`src/rtl/jk_updn_counter_pkg.sv`:
```
// jk_updn_counter shared package:
// JK excitation codes and the default counter width.
package jk_updn_counter_pkg;

  localparam int WIDTH_DEF = 4;

  localparam logic [1:0] JK_HOLD = 2'b00;
  localparam logic [1:0] JK_CLR  = 2'b01;
  localparam logic [1:0] JK_SET  = 2'b10;
  localparam logic [1:0] JK_TGL  = 2'b11;

endpackage

```
`src/rtl/jk_updn_counter_if.sv`:
```
// jk_updn_counter bus: controls (en, up_dn, load, din, modulus) in,
// state (q, qb), per-bit excitation (jk_out) and terminal count (tc) out.
interface jk_updn_counter_if
  import jk_updn_counter_pkg::*;
#(
  parameter int WIDTH = WIDTH_DEF
);

  logic               en;
  logic               up_dn;
  logic               load;
  logic [WIDTH-1:0]   din;
  logic [WIDTH-1:0]   modulus;
  logic [WIDTH-1:0]   q;
  logic [WIDTH-1:0]   qb;
  logic [2*WIDTH-1:0] jk_out;
  logic               tc;

  modport master (
    output en, up_dn, load, din, modulus,
    input  q, qb, jk_out, tc
  );

  modport slave (
    input  en, up_dn, load, din, modulus,
    output q, qb, jk_out, tc
  );

endinterface

```
`src/rtl/jk_updn_counter_jk_cell.sv`:
```
// jk_cell: one JK flip-flop, async active-high reset to q = 0.
// Ports: clk, rst, jk[1:0] = {J,K}, q, qb = ~q.
module jk_cell
  import jk_updn_counter_pkg::*;
(
  input  logic       clk,
  input  logic       rst,
  input  logic [1:0] jk,
  output logic       q,
  output logic       qb
);

  logic r_q;

  always_ff @(posedge clk or posedge rst) begin
    if (rst) begin
      r_q <= 1'b0;
    end else begin
      unique case (jk)
        JK_HOLD: r_q <= r_q;
        JK_CLR:  r_q <= 1'b0;
        JK_SET:  r_q <= 1'b1;
        JK_TGL:  r_q <= ~r_q;
      endcase
    end
  end

  assign q  = r_q;
  assign qb = ~r_q;

endmodule

```
`src/rtl/jk_updn_counter.sv`:
```
// jk_updn_counter: modulo-N up/down counter built from JK cells.
// Ports: clk, rst (async, active high), bus (slave modport).
module jk_updn_counter
  import jk_updn_counter_pkg::*;
#(
  parameter int WIDTH = WIDTH_DEF
)(
  input  logic              clk,
  input  logic              rst,
  jk_updn_counter_if.slave  bus
);

  logic [WIDTH-1:0]   w_q;
  logic [WIDTH-1:0]   w_qb;
  logic [WIDTH-1:0]   w_next;
  logic [WIDTH-1:0]   w_nm1;
  logic [2*WIDTH-1:0] w_jk;
  logic               w_wrap;
  logic               w_up;
  logic               w_dn;
  logic               r_tc;

  assign w_up = !bus.load && bus.en && bus.up_dn;
  assign w_dn = !bus.load && bus.en && !bus.up_dn;

  // modulus 0 means 2^WIDTH, so N-1 falls out as all ones.
  assign w_nm1 = bus.modulus - WIDTH'(1);

  always_comb begin
    w_next = w_q;
    w_wrap = 1'b0;
    unique case (1'b1)
      bus.load: w_next = bus.din;
      w_up: begin
        if (w_q >= w_nm1) begin
          w_next = '0;
          w_wrap = 1'b1;
        end else begin
          w_next = w_q + WIDTH'(1);
        end
      end
      w_dn: begin
        if (w_q == '0) begin
          w_next = w_nm1;
          w_wrap = 1'b1;
        end else if (bus.modulus != '0 &&
                     w_q >= bus.modulus) begin
          // out-of-range after a load: clamp, not a wrap
          w_next = w_nm1;
        end else begin
          w_next = w_q - WIDTH'(1);
        end
      end
      default: ;
    endcase
  end

  always_comb begin
    w_jk = '0;
    for (int i = 0; i < WIDTH; i++) begin
      w_jk[2*i +: 2] = (w_next[i] ^ w_q[i]) ? JK_TGL : JK_HOLD;
    end
  end

  for (genvar g = 0; g < WIDTH; g++) begin : g_cell
    jk_cell u_cell (
      .clk (clk),
      .rst (rst),
      .jk  (w_jk[2*g +: 2]),
      .q   (w_q[g]),
      .qb  (w_qb[g])
    );
  end

  always_ff @(posedge clk or posedge rst) begin
    if (rst) begin
      r_tc <= 1'b0;
    end else begin
      r_tc <= w_wrap;
    end
  end

  assign bus.q      = w_q;
  assign bus.qb     = w_qb;
  assign bus.jk_out = w_jk;
  assign bus.tc     = r_tc;

endmodule
```
`src/flat_wrapper.sv`:
```
// flat-port wrapper written by rule: the top's interface ports become plain ports
module jk_updn_counter_flat import jk_updn_counter_pkg::*;
#(
  parameter int WIDTH = WIDTH_DEF
)
  (clk, rst, bus_en, bus_up_dn, bus_load, bus_din, bus_modulus, bus_q, bus_qb, bus_jk_out, bus_tc);
  jk_updn_counter_if #(.WIDTH(WIDTH)) bus_i ();
  input  logic clk;
  input  logic rst;
  input wire logic [$bits(bus_i.en)-1:0] bus_en;
  input wire logic [$bits(bus_i.up_dn)-1:0] bus_up_dn;
  input wire logic [$bits(bus_i.load)-1:0] bus_load;
  input wire logic [$bits(bus_i.din)-1:0] bus_din;
  input wire logic [$bits(bus_i.modulus)-1:0] bus_modulus;
  output wire logic [$bits(bus_i.q)-1:0] bus_q;
  output wire logic [$bits(bus_i.qb)-1:0] bus_qb;
  output wire logic [$bits(bus_i.jk_out)-1:0] bus_jk_out;
  output wire logic [$bits(bus_i.tc)-1:0] bus_tc;
  assign bus_i.en = bus_en;
  assign bus_i.up_dn = bus_up_dn;
  assign bus_i.load = bus_load;
  assign bus_i.din = bus_din;
  assign bus_i.modulus = bus_modulus;
  assign bus_q = bus_i.q;
  assign bus_qb = bus_i.qb;
  assign bus_jk_out = bus_i.jk_out;
  assign bus_tc = bus_i.tc;
  jk_updn_counter #(.WIDTH(WIDTH)) u_core (.clk(clk), .rst(rst), .bus(bus_i));
endmodule
```
`config.mk`:
```
export PLATFORM = sky130hd
export DESIGN_NAME = jk_updn_counter_flat
export DESIGN_NICKNAME = d
export VERILOG_FILES = /design/src/rtl/jk_updn_counter_pkg.sv /design/src/rtl/jk_updn_counter_if.sv /design/src/rtl/jk_updn_counter_jk_cell.sv /design/src/rtl/jk_updn_counter.sv /design/src/flat_wrapper.sv
export SDC_FILE = /design/constraint.sdc
export NUM_CORES = 1
export LEC_CHECK = 0
export ABC_AREA = 1
export CAP_MARGIN = 10
export CORE_MARGIN = 3
export CORE_UTILIZATION = 34
export CTS_BUF_LIST = sky130_fd_sc_hd__clkbuf_16
export CTS_CLUSTER_SIZE = 16
export DETAILED_ROUTE_END_ITERATION = 12
export GPL_TIMING_DRIVEN = 0
export PLACE_DENSITY_LB_ADDON = 0.1
export SYNTH_ARGS = -nofsm -noshare
export SYNTH_HDL_FRONTEND = slang
export SYNTH_SLANG_ARGS = --single-unit
```
`constraint.sdc`:
```
create_clock -name clk -period 8.45 [get_ports clk]
set_input_delay 2.535 -clock clk [delete_from_list [all_inputs] [get_ports clk]]
set_output_delay 2.535 -clock clk [all_outputs]
set_load 0.1 [all_outputs]
```
* Word-level counts from Yosys, hierarchy flattened *
Cells that the tools add are included.
Widths: inputs -> output; s select.

storage, ports and cells
  register bits = 5
  bits in latches = 0
  RAM bits = 0
  bits in read-only memories = 0
  input port bits = 13
  output and inout bits = 17
  word-level logic and storage cells = 57
  memories = 0

cells by class
  add/subtract/negate cells = 3
  multiply operators = 0
  divide/modulo/power cells = 0
  order comparisons = 2
  equal/unequal tests = 12
  shift-type cells = 0
  mux-type cells = 15
  bitwise operators = 8
  reduce and logical (&&, ||, !) cells = 12

operators by type and width
  operator             number
  $eq 2x2->1 const B   8
  $mux 4               3
  $pmux 1 s3           4
  $pmux 4 s3           1
  $eq 2x1->1 const B   4
  $ge 4x4->1           2
  $logic_not 2->1      4
  $mux 2               4
  $sub 4x1->4 const B  2
  $add 4x1->4 const B  1
  $logic_and 1x1->1    4
  $logic_not 4->1      1
  $not 1->1            4
  $reduce_bool 4->1    1
  $xor 1x1->1          4
  $logic_not 1->1      2
  $mux 1               2
  $pmux 1 s2           1

* Logic depth before layout (Yosys ltp) *
Gate-level depths: netlist of run 1.

  depth in word-level cells = 9
  gate-level depth with buffers = 16
  mapped depth without buffers = 16

* Hierarchy *
A second synthesis of run 1 with hierarchy kept.

unflattened totals
  cell total of the unflattened synthesis = 138
  area, all modules = 922.1 um2

modules (own cells, without submodules)
  module           times used  cells an instance  area each (um2)  seq. area each (um2)
  jk_updn_counter  1           110                711.9            25.0
  jk_cell          4           7                  52.6             25.0

* Worst setup path before layout of run 1 *
No wires, ideal clock.

  path kind = input port to output port
  start = input bus_modulus[0]
  end = output bus_jk_out[1]
  arrival time = 5.073 ns
  path slack = 0.842 ns
  stages on the path = 13
  path through = inv_1 ha_1 ha_1 inv_1 o21bai_1 nand3_1 nand3_1 inv_1 a21oi_1 a21oi_1 ha_1 inv_1 buf_4

between the ends
  cells in the longest elaborated chain, start to end = 7

ends and longest elaborated chain
  item                                                 RTL line               text
  start: declaration                                   flat_wrapper.sv:14     input wire logic [$bits(bus_i.modulus)-1:0] bus_modulus;
  branches (longest 4 deep; another with $sub 4x1->4)  n/a
  $pmux 4 s3 *                                         jk_updn_counter.sv:32  unique case (1'b1)
  $xor 1x1->1 *                                        jk_updn_counter.sv:61  w_jk[2*i +: 2] = (w_next[i] ^ w_q[i]) ? JK_TGL : JK_HOLD;
  $mux 2 *                                             jk_updn_counter.sv:61
  end: declaration                                     flat_wrapper.sv:17     output wire logic [$bits(bus_i.jk_out)-1:0] bus_jk_out;

Every way passes the cells marked *.

* Worst setup path in the final report of run 1 *
  start = input bus_modulus[0]
  end = output bus_jk_out[6]

The elaborated chain is that of the path after synthesis.

==> results of run 1 <==
[metal layers]
layer	share of wire [%]	track usage, %	up-vias
met2	46	20.8	30
met5	0	0	-
met4	1.6	6.29	0
met3	6.6	2.45	6
met1	46	18.4	380
li1	-	-	468
[cells in the final DEF, fill, tap and decap left out, types with 2 or more instances in the layout]
cell type                         instances
sky130_fd_sc_hd__clkdlybuf4s50_1         21
sky130_fd_sc_hd__nand2_1                 19
sky130_fd_sc_hd__ha_1                    16
sky130_fd_sc_hd__inv_1                   13
sky130_fd_sc_hd__nand3_1                 12
sky130_fd_sc_hd__buf_4                   12
sky130_fd_sc_hd__o21ai_0                  7
sky130_fd_sc_hd__clkbuf_2                 7
sky130_fd_sc_hd__a21oi_1                  6
sky130_fd_sc_hd__nor2_1                   5
sky130_fd_sc_hd__dfrtp_1                  5
sky130_fd_sc_hd__inv_2                    4
sky130_fd_sc_hd__nand3_2                  3
sky130_fd_sc_hd__xor2_1                   3
sky130_fd_sc_hd__o21a_1                   3
sky130_fd_sc_hd__clkbuf_16                3
sky130_fd_sc_hd__clkinv_1                 2
sky130_fd_sc_hd__nand2_2                  2
sky130_fd_sc_hd__nand2_4                  2
sky130_fd_sc_hd__nand4_1                  2
sky130_fd_sc_hd__a21oi_2                  2
sky130_fd_sc_hd__xnor2_1                  2
[worst paths after layout]
kind	from	to	slack (ns)	cells past startpoint
max in group asynchronous	rst	u_core.bus.tc$_DFF_PP0_	5.78	2
worst min-delay path	u_core.g_cell[0].u_cell.q$_DFFE_PP0P_	u_core.g_cell[0].u_cell.q$_DFFE_PP0P_	0.80	2
worst max register to register	u_core.g_cell[0].u_cell.q$_DFFE_PP0P_	u_core.g_cell[1].u_cell.q$_DFFE_PP0P_	6.18	15
min in group asynchronous	rst	u_core.g_cell[3].u_cell.q$_DFFE_PP0P_	2.50	2
worst max-delay path	bus_modulus[0]	bus_jk_out[6]	0.20	13
worst min register to register	u_core.g_cell[0].u_cell.q$_DFFE_PP0P_	u_core.g_cell[0].u_cell.q$_DFFE_PP0P_	0.80	2
[registers in the layout, summed over array words and instances (netlist names)]
signal,flops
u_core.bus.tc,1
u_core.g_cell.u_cell.q,4
[logic make-up after synthesis]
kind of cell | count (synthesis) | share of synthesized area (%)
buffers and inverters | 33 | 19.8
AND/OR/NAND/NOR | 47 | 26.8
adder cells (fa/ha/maj) | 16 | 21.9
flip-flops | 5 | 13.7
XOR/XNOR | 5 | 4.79
AO/OA/AOI/OAI | 20 | 13.0
[final cells by class]
type                       instances  area (sq um)  share of cell area (%)
buffer                            13           101                    7.88
timing repair buffer              29           254                    19.7
multi-input combinational         88           608                    47.3
clock buffer                       3          75.1                    5.84
inverter                          20          80.1                    6.23
clock inverter                     1          5.00                   0.389
tap                               30          37.5                    2.92
sequential                         5           125                    9.73
[stage by stage]
step                instance area (sq um)  util (%)
floorplan                             915         -
global placement                     1240      49.3
detailed placement                   1240      49.3
CTS                                  1310      52.0
global route                         1290      51.0
finish                               1290      51.0
[worst reg2reg max path, delay by kind of cell, from the launching register on]
family          cells  cell delay [ns]
fa+ha+maj           2             0.59
buf+inv             2             0.24
simple gates        9             0.56
flops               1             0.49
compound gates      2             0.27
==> flow_summary.yaml, run 1 <==
floorplanning:
  floorplan.die.width_um: 57.9
  fp.dieH_um: 57.9
  number_of_core_rows: 18
  starting_utilization_of_the_core_area_pct: 36.3
  die-area_sq_um: 3350
  number_of_top_level_design_ports: 30
  core-area_sq_um: 2520
drt:
  final_wirelength_um: 2100
  drt-initial-drc-count: 24
  drt_drc_violations_left: 0
  vias: 884
  drt.antenna.violating_nets: 0
  average_wire_length_per_cell_after_detail_routing_um: 11.1
  detail_route.vias_per_cell: 4.68
  first_pass_iters: 4
setup_path:
  timing.critical_path.to_type: "primary output"
  critical_path_required_ns: 5.92
  critPathMaxFanout: 4
  timing.critical_path.buf_inv: 5
  slowest_stage: "sky130_fd_sc_hd__dlygate4sd2_1"
  crit_family: "buffers and inverters"
  worstPathCellList: "clkdlybuf4s50_1, inv_1, ha_1, ha_1, inv_1, o21bai_1, nand3_1, nand3_1, o21a_1, a21oi_2, ha_1, inv_1, dlygate4sd2_1"
  critPathKind: "input port to primary output"
  worst_setup_path_start_kind: "input port"
  slowest_delay_ns: 0.86
  worst-endpoint-arrival_ns: 5.72
cts:
  clkTransAtPathRegs_ns: 0.03
  cts_setup_buffers: 0
  clock-root-buffer: "sky130_fd_sc_hd__clkbuf_16"
  tritoncts: "done"
  cts_made_buffers: 3
  hold_buf_count_cts: 0
  insertion_delay_ns: 0.23
  cts.repair.resized: 8
  cts_max_level: 1
  ctsLongestPathBuffers: 2
  clock_sink_count: 5
layout:
  layoutNonFillerInstCount: 189
  fillers: 267
  nNetsFinal: 189
  area_growth_syn_to_layout_pct: 40.6
  antenna_cells_inserted: 0
  share_of_post_route_cells_with_drive_strength_above_1_pct: 24.5
synthesis:
  synth_top_cells_by_area: "sky130_fd_sc_hd__ha_1, sky130_fd_sc_hd__dfrtp_1, sky130_fd_sc_hd__buf_4"
  syn-num-nets: 155
  postSynthRegisterBits: 5
  syn_inst: 126
  synthTopCellsByCount: "sky130_fd_sc_hd__nand2_1, sky130_fd_sc_hd__ha_1, sky130_fd_sc_hd__inv_1"
  synth_largest_area_cell: "sky130_fd_sc_hd__ha_1"
  post-synth-top-area-fraction_pct: 21.9
  synth.distinct_cells: 25
  synth_seq_area_share_pct: 13.7
  ys_warn_count: 0
  syn_area_sq_um: 915
  postSynth.asyncResetShare_pct: 100
  synth-main-ff-cell: "sky130_fd_sc_hd__dfrtp_1"
  most_frequent_cell_after_synthesis: "sky130_fd_sc_hd__nand2_1"
  synth_enable_flop_cells: 0
  post_synth.cell_area_avg_sq_um: 7.26
placed_design:
  placed_cells: 185
  finalWeightedCongestion: 0.907
  placement.setup.worst_slack_ns: -0.244
  dp_hpwl_um: 1740
  buffer_ports.inserted: 29
sta:
  maxSlewViolCount: 0
  max_clock_freq_mhz: 121
  fin_worst_skew_ns: 0.00159
  final_hold_viol_count: 0
  post-route-worst-setup-slack_ns: 0.196
  min_period_ns: 8.25
  hold_ws_ns: 0.802
  max_slew.worst_pin.slew_ns: 0.966
  timing.max_slew.rel_slack_pct: 35.4
  grt_setup_unrepaired: "false"
  report.final.setup_viol: 0
  final.period_utilization_pct: 97.7
  finalSetupTns_ns: 0
worst_hold_path:
  timing.hold.worst.class: "flip-flop to flip-flop"
global_route:
  grt_usage_pct: 13.6
  first_global_vias: 842
  antenna_found_initial: 0
  grt_max_degree: 9
  grt_pass1_wl_um: 3550
  grt-ovfl-total: 0
flow_run:
  max_cap_viol_count: 0
status:
  status: "complete, no violations"
Power of run 1 is left out: the tool's default activity adds up to more than one toggle a clock period on the data nets, which glitch-free logic cannot reach.
==> run 2, diff against run 1 <==
Settings changed: CORE_MARGIN 3 to unset.
==> flow_summary.yaml, run 2 (same netlist as run 1, synthesis figures left out) <==
layout:
  area_growth_syn_to_layout_pct: 40.9
  nNetsFinal: 189
  share_of_post_route_cells_with_drive_strength_above_1_pct: 23.3
  largest_register_ff_count: 4
  antenna_cells_inserted: 0
  highest_count_cells_in_the_layout_ignoring_fill_and_taps: "sky130_fd_sc_hd__clkdlybuf4s50_1, sky130_fd_sc_hd__nand2_1, sky130_fd_sc_hd__ha_1"
  layoutNonFillerInstCount: 189
  layout.cells.most_common: "sky130_fd_sc_hd__clkdlybuf4s50_1"
worst_hold_path:
  timing.hold.worst.class: "flip-flop to flip-flop"
  min-delay-start: "u_core.g_cell[2].u_cell.q$_DFFE_PP0P_"
  holdPathStages: 3
sta:
  max_clock_freq_mhz: 121
  grt_setup_unrepaired: "false"
  max_slew.worst_pin.slew_ns: 0.973
  final_hold_viol_count: 0
  timing.max_slew.rel_slack_pct: 34.9
  report.final.setup_viol: 0
  min_period_ns: 8.29
  final.period_utilization_pct: 98.1
  fin_worst_skew_ns: 0.000482
  maxSlewViolCount: 0
floorplanning:
  die-area_sq_um: 2900
  number_of_core_rows: 18
  floorplan.die.width_um: 53.9
  number_of_top_level_design_ports: 30
  fp.dieH_um: 53.9
  starting_utilization_of_the_core_area_pct: 36.6
  core-area_sq_um: 2500
setup_path:
  worst_setup_path_start_kind: "input port"
  worstPathCellList: "clkdlybuf4s50_1, inv_1, ha_1, ha_1, inv_1, o21bai_1, nand3_1, nand3_1, o21a_1, a21oi_2, ha_1, inv_1, dlygate4sd2_1"
  timing.critical_path.from: "bus_modulus[0]"
  critical_path_required_ns: 5.92
  critPathMaxFanout: 4
  timing.rr.start: "u_core.g_cell[0].u_cell.q$_DFFE_PP0P_"
  reg2regPathDepth: 15
  slowest_delay_ns: 0.87
  slowest_stage: "sky130_fd_sc_hd__dlygate4sd2_1"
  timing.critical_path.to_type: "primary output"
  worst-endpoint-arrival_ns: 5.76
  critPathKind: "input port to primary output"
status:
  status: "complete, no violations"
drt:
  drt-initial-drc-count: 19
  drt.antenna.violating_nets: 0
  vias: 888
  wl_met3_um: 125
  wl_met1_um: 927
  first_pass_iters: 4
  routed.top_layer: "met4"
  final_wirelength_um: 2070
  drt_drc_violations_left: 0
  detail_route.vias_per_cell: 4.70
  average_wire_length_per_cell_after_detail_routing_um: 11.0
  route.met2.wl_um: 977
cts:
  clock_sink_count: 5
  tritoncts: "done"
  clock-root-buffer: "sky130_fd_sc_hd__clkbuf_16"
  clkTransAtPathRegs_ns: 0.03
  ctsLongestPathBuffers: 2
  cts_made_buffers: 3
  insertion_delay_ns: 0.23
  cts_setup_buffers: 0
  cts_max_level: 1
placed_design:
  placed_cells: 185
  buffer_ports.inserted: 29
  finalWeightedCongestion: 0.889
  dp_hpwl_um: 1710
global_route:
  antenna_found_initial: 0
  grt-ovfl-total: 0
  grt_max_degree: 9
  grt_usage_pct: 16.5
  first_global_vias: 778
  grt_pass1_wl_um: 3380
flow_run:
  max_cap_viol_count: 0
==> run 2: cell type report <==
cell class	count	area, sq um
Clock buffer	3	75.1
Inverter	20	80.1
Clock inverter	1	3.75
Timing Repair Buffer	29	258
Sequential cell	5	125
Tap cell	30	37.5
Buffer	13	101
Fill cell	266	1210
Multi-Input combinational cell	88	608
==> run 2: worst max-delay path: cells and delay by family <==
family,cells,cell delay [ns]
AO/OA/AOI/OAI,3,0.46
AND/OR/NAND/NOR,2,0.22
adder cells (fa/ha/maj),3,0.90
buffers and inverters,5,1.65
==> run 2: timing repair <==
action | 4_1_cts | 5_1_grt
pin swaps | 0 | 0
endpoints found under the setup margin | 8 | 6
resized for setup | 8 | 12
hold buffers | 0 | 0
hold endpoints to repair | 0 | 0
==> run 2: worst paths after layout <==
path                                                         endpoint  slack [ns]
worst max-delay path                                    bus_jk_out[4]        0.16
worst min-delay path            u_core.g_cell[2].u_cell.q$_DFFE_PP0P_        0.79
worst max register to register  u_core.g_cell[1].u_cell.q$_DFFE_PP0P_        6.13
worst min register to register  u_core.g_cell[2].u_cell.q$_DFFE_PP0P_        0.79
max in group asynchronous                     u_core.bus.tc$_DFF_PP0_        5.78
min in group asynchronous       u_core.g_cell[0].u_cell.q$_DFFE_PP0P_        2.51
==> run 2: through the flow <==
step	hold WS, ns	cell area, sq um	TNS (ns)	setup WS, ns	utilization [%]
finish	0.793	1290	0	0.158	51.6
global placement	0.780	1240	-1.12	-0.221	49.7
floorplan	0.692	915	0	0.842	-
detailed placement	0.802	1240	-1.49	-0.264	49.7
global route	0.844	1290	0	0.0262	51.6
CTS	0.807	1310	0	0.0220	52.5
==> run 2: layer usage <==
metal | vias up | track usage [%]
met4 | 0 | 9.21
met1 | 384 | 21.7
met5 | - | 0
met3 | 5 | 2.54
met2 | 28 | 25.5
li1 | 471 | -
Power of run 2 is left out for the same reason.
==> run 3, diff against run 2 <==
Settings changed: ABC_CLOCK_PERIOD_IN_PS set to 8450, CORE_UTILIZATION 34 to 45, CTS_CLUSTER_SIZE 16 to unset.
==> flow_summary.yaml, run 3 (same netlist as run 1, synthesis figures left out) <==
status:
  status: "complete, no violations"
layout:
  nNetsFinal: 189
  area_growth_syn_to_layout_pct: 40.8
  antenna_cells_inserted: 0
  final_design_area_no_fill_sq_um: 1290
  largest_register_ff_count: 4
  flip_flop_and_latch_area_sq_um: 125
  layout.cells.most_common: "sky130_fd_sc_hd__clkdlybuf4s50_1"
  fillers: 167
  share_of_post_route_cells_with_drive_strength_above_1_pct: 22.6
  layoutNonFillerInstCount: 184
  multi_input_area_sq_um: 608
  highest_count_cells_in_the_layout_ignoring_fill_and_taps: "sky130_fd_sc_hd__clkdlybuf4s50_1, sky130_fd_sc_hd__nand2_1, sky130_fd_sc_hd__ha_1"
placed_design:
  finalWeightedCongestion: 0.819
  dp_hpwl_um: 1660
  placed_cells: 180
  place_area_sq_um: 1240
  buffer_ports.inserted: 29
floorplanning:
  fp.dieH_um: 47.1
  number_of_core_rows: 15
  core-area_sq_um: 1820
  number_of_top_level_design_ports: 30
  floorplan.die.width_um: 47.1
  die-area_sq_um: 2220
  starting_utilization_of_the_core_area_pct: 50.2
global_route:
  grt-ovfl-total: 0
  grt_usage_pct: 20.9
  antenna_found_initial: 0
  first_global_vias: 793
  grt_pass1_wl_um: 3330
  grt_max_degree: 9
sta:
  min_period_ns: 8.26
  max_slew.worst_pin.slew_ns: 0.981
  timing.max_slew.rel_slack_pct: 34.4
  final_hold_viol_count: 0
  fin_worst_skew_ns: 0.00223
  final.period_utilization_pct: 97.8
  report.final.setup_viol: 0
  maxSlewViolCount: 0
  grt_setup_unrepaired: "false"
  max_clock_freq_mhz: 121
cts:
  ctsLongestPathBuffers: 2
  cts_max_level: 1
  hold_buf_count_cts: 0
  clkTransAtPathRegs_ns: 0.03
  tritoncts: "done"
  clock_sink_count: 5
  cts_made_buffers: 3
  clock-root-buffer: "sky130_fd_sc_hd__clkbuf_16"
  cts_setup_buffers: 0
  insertion_delay_ns: 0.23
drt:
  final_wirelength_um: 2050
  drt_drc_violations_left: 0
  route.met2.wl_um: 996
  wl_met3_um: 85
  average_wire_length_per_cell_after_detail_routing_um: 11.2
  first_pass_iters: 4
  drt-initial-drc-count: 18
  drt.antenna.violating_nets: 0
  detail_route.vias_per_cell: 4.86
  vias: 895
  wl_met1_um: 915
  routed.top_layer: "met4"
setup_path:
  critPathKind: "input port to primary output"
  worst_setup_path_start_kind: "input port"
  timing.critical_path.buf_inv: 5
  worst-endpoint-arrival_ns: 5.73
  slowest_delay_ns: 0.82
  critical_path_required_ns: 5.92
  slowest_stage: "sky130_fd_sc_hd__clkdlybuf4s15_1"
  crit_family: "buffers and inverters"
  critPathMaxFanout: 4
  worstPathCellList: "clkdlybuf4s50_1, inv_1, ha_1, ha_1, inv_1, o21bai_1, nand3_1, nand3_1, o21a_1, a21oi_2, ha_1, inv_1, clkdlybuf4s15_1"
  timing.critical_path.to_type: "primary output"
flow_run:
  max_cap_viol_count: 0
worst_hold_path:
  timing.hold.worst.class: "flip-flop to flip-flop"
-- run 3: routing by layer --
layer / GRT usage [%] / vias to the layer above
met5: 0 / -
met4: 12.6 / 0
li1: - / 469
met3: 2.69 / 6
met2: 35.0 / 26
met1: 25.4 / 394
-- run 3: path summary, 6_finish.rpt --
| kind | depth (start not counted) | endpoint | from | slack [ns] |
|---|---|---|---|---|
| max in group asynchronous | 2 | u_core.bus.tc$_DFF_PP0_ | rst | 5.76 |
| setup / recovery | 13 | bus_jk_out[6] | bus_modulus[0] | 0.19 |
| setup reg to reg | 15 | u_core.g_cell[3].u_cell.q$_DFFE_PP0P_ | u_core.g_cell[0].u_cell.q$_DFFE_PP0P_ | 6.16 |
| hold reg to reg | 3 | u_core.g_cell[2].u_cell.q$_DFFE_PP0P_ | u_core.g_cell[2].u_cell.q$_DFFE_PP0P_ | 0.78 |
| min in group asynchronous | 2 | u_core.g_cell[2].u_cell.q$_DFFE_PP0P_ | rst | 2.52 |
| hold / removal | 3 | u_core.g_cell[2].u_cell.q$_DFFE_PP0P_ | u_core.g_cell[2].u_cell.q$_DFFE_PP0P_ | 0.78 |
-- run 3: metrics by stage --
step / setup WS [ns] / setup TNS, ns / hold WS, ns / util (%)
finish: 0.186 / 0 / 0.782 / 70.7
global route: 0.0227 / 0 / 0.818 / 70.7
CTS: 0.0939 / 0 / 0.792 / 71.7
detailed placement: -0.157 / -0.754 / 0.774 / 67.9
global placement: -0.110 / -0.409 / 0.761 / 67.9
floorplan: 0.842 / 0 / 0.692 / -
-- run 3: repair_timing --
| item | in CTS | in global routing |
|---|---|---|
| pin swaps | 0 | 0 |
| resized for setup | 8 | 11 |
| hold endpoints to repair | 0 | 0 |
| setup endpoints to repair | 8 | 6 |
-- run 3: layout make-up --
| cell class | count | share of cell area (%) |
|---|---|---|
| plain buffers | 13 | 7.87 |
| clock buffers | 3 | 5.83 |
| clock inverters | 1 | 0.292 |
| inverters | 20 | 6.22 |
| multi-input cells | 88 | 47.2 |
| flip-flops and latches | 5 | 9.72 |
| well taps | 25 | 2.43 |
| repair buffers | 29 | 20.4 |
-- run 3: worst min-delay path, delay by kind of cell (launching register included) --
kind | cells | cell delay [ns]
buf+inv | 2 | 0.23
compound gates | 1 | 0.08
flops | 1 | 0.43
Power of run 3 is left out for the same reason.
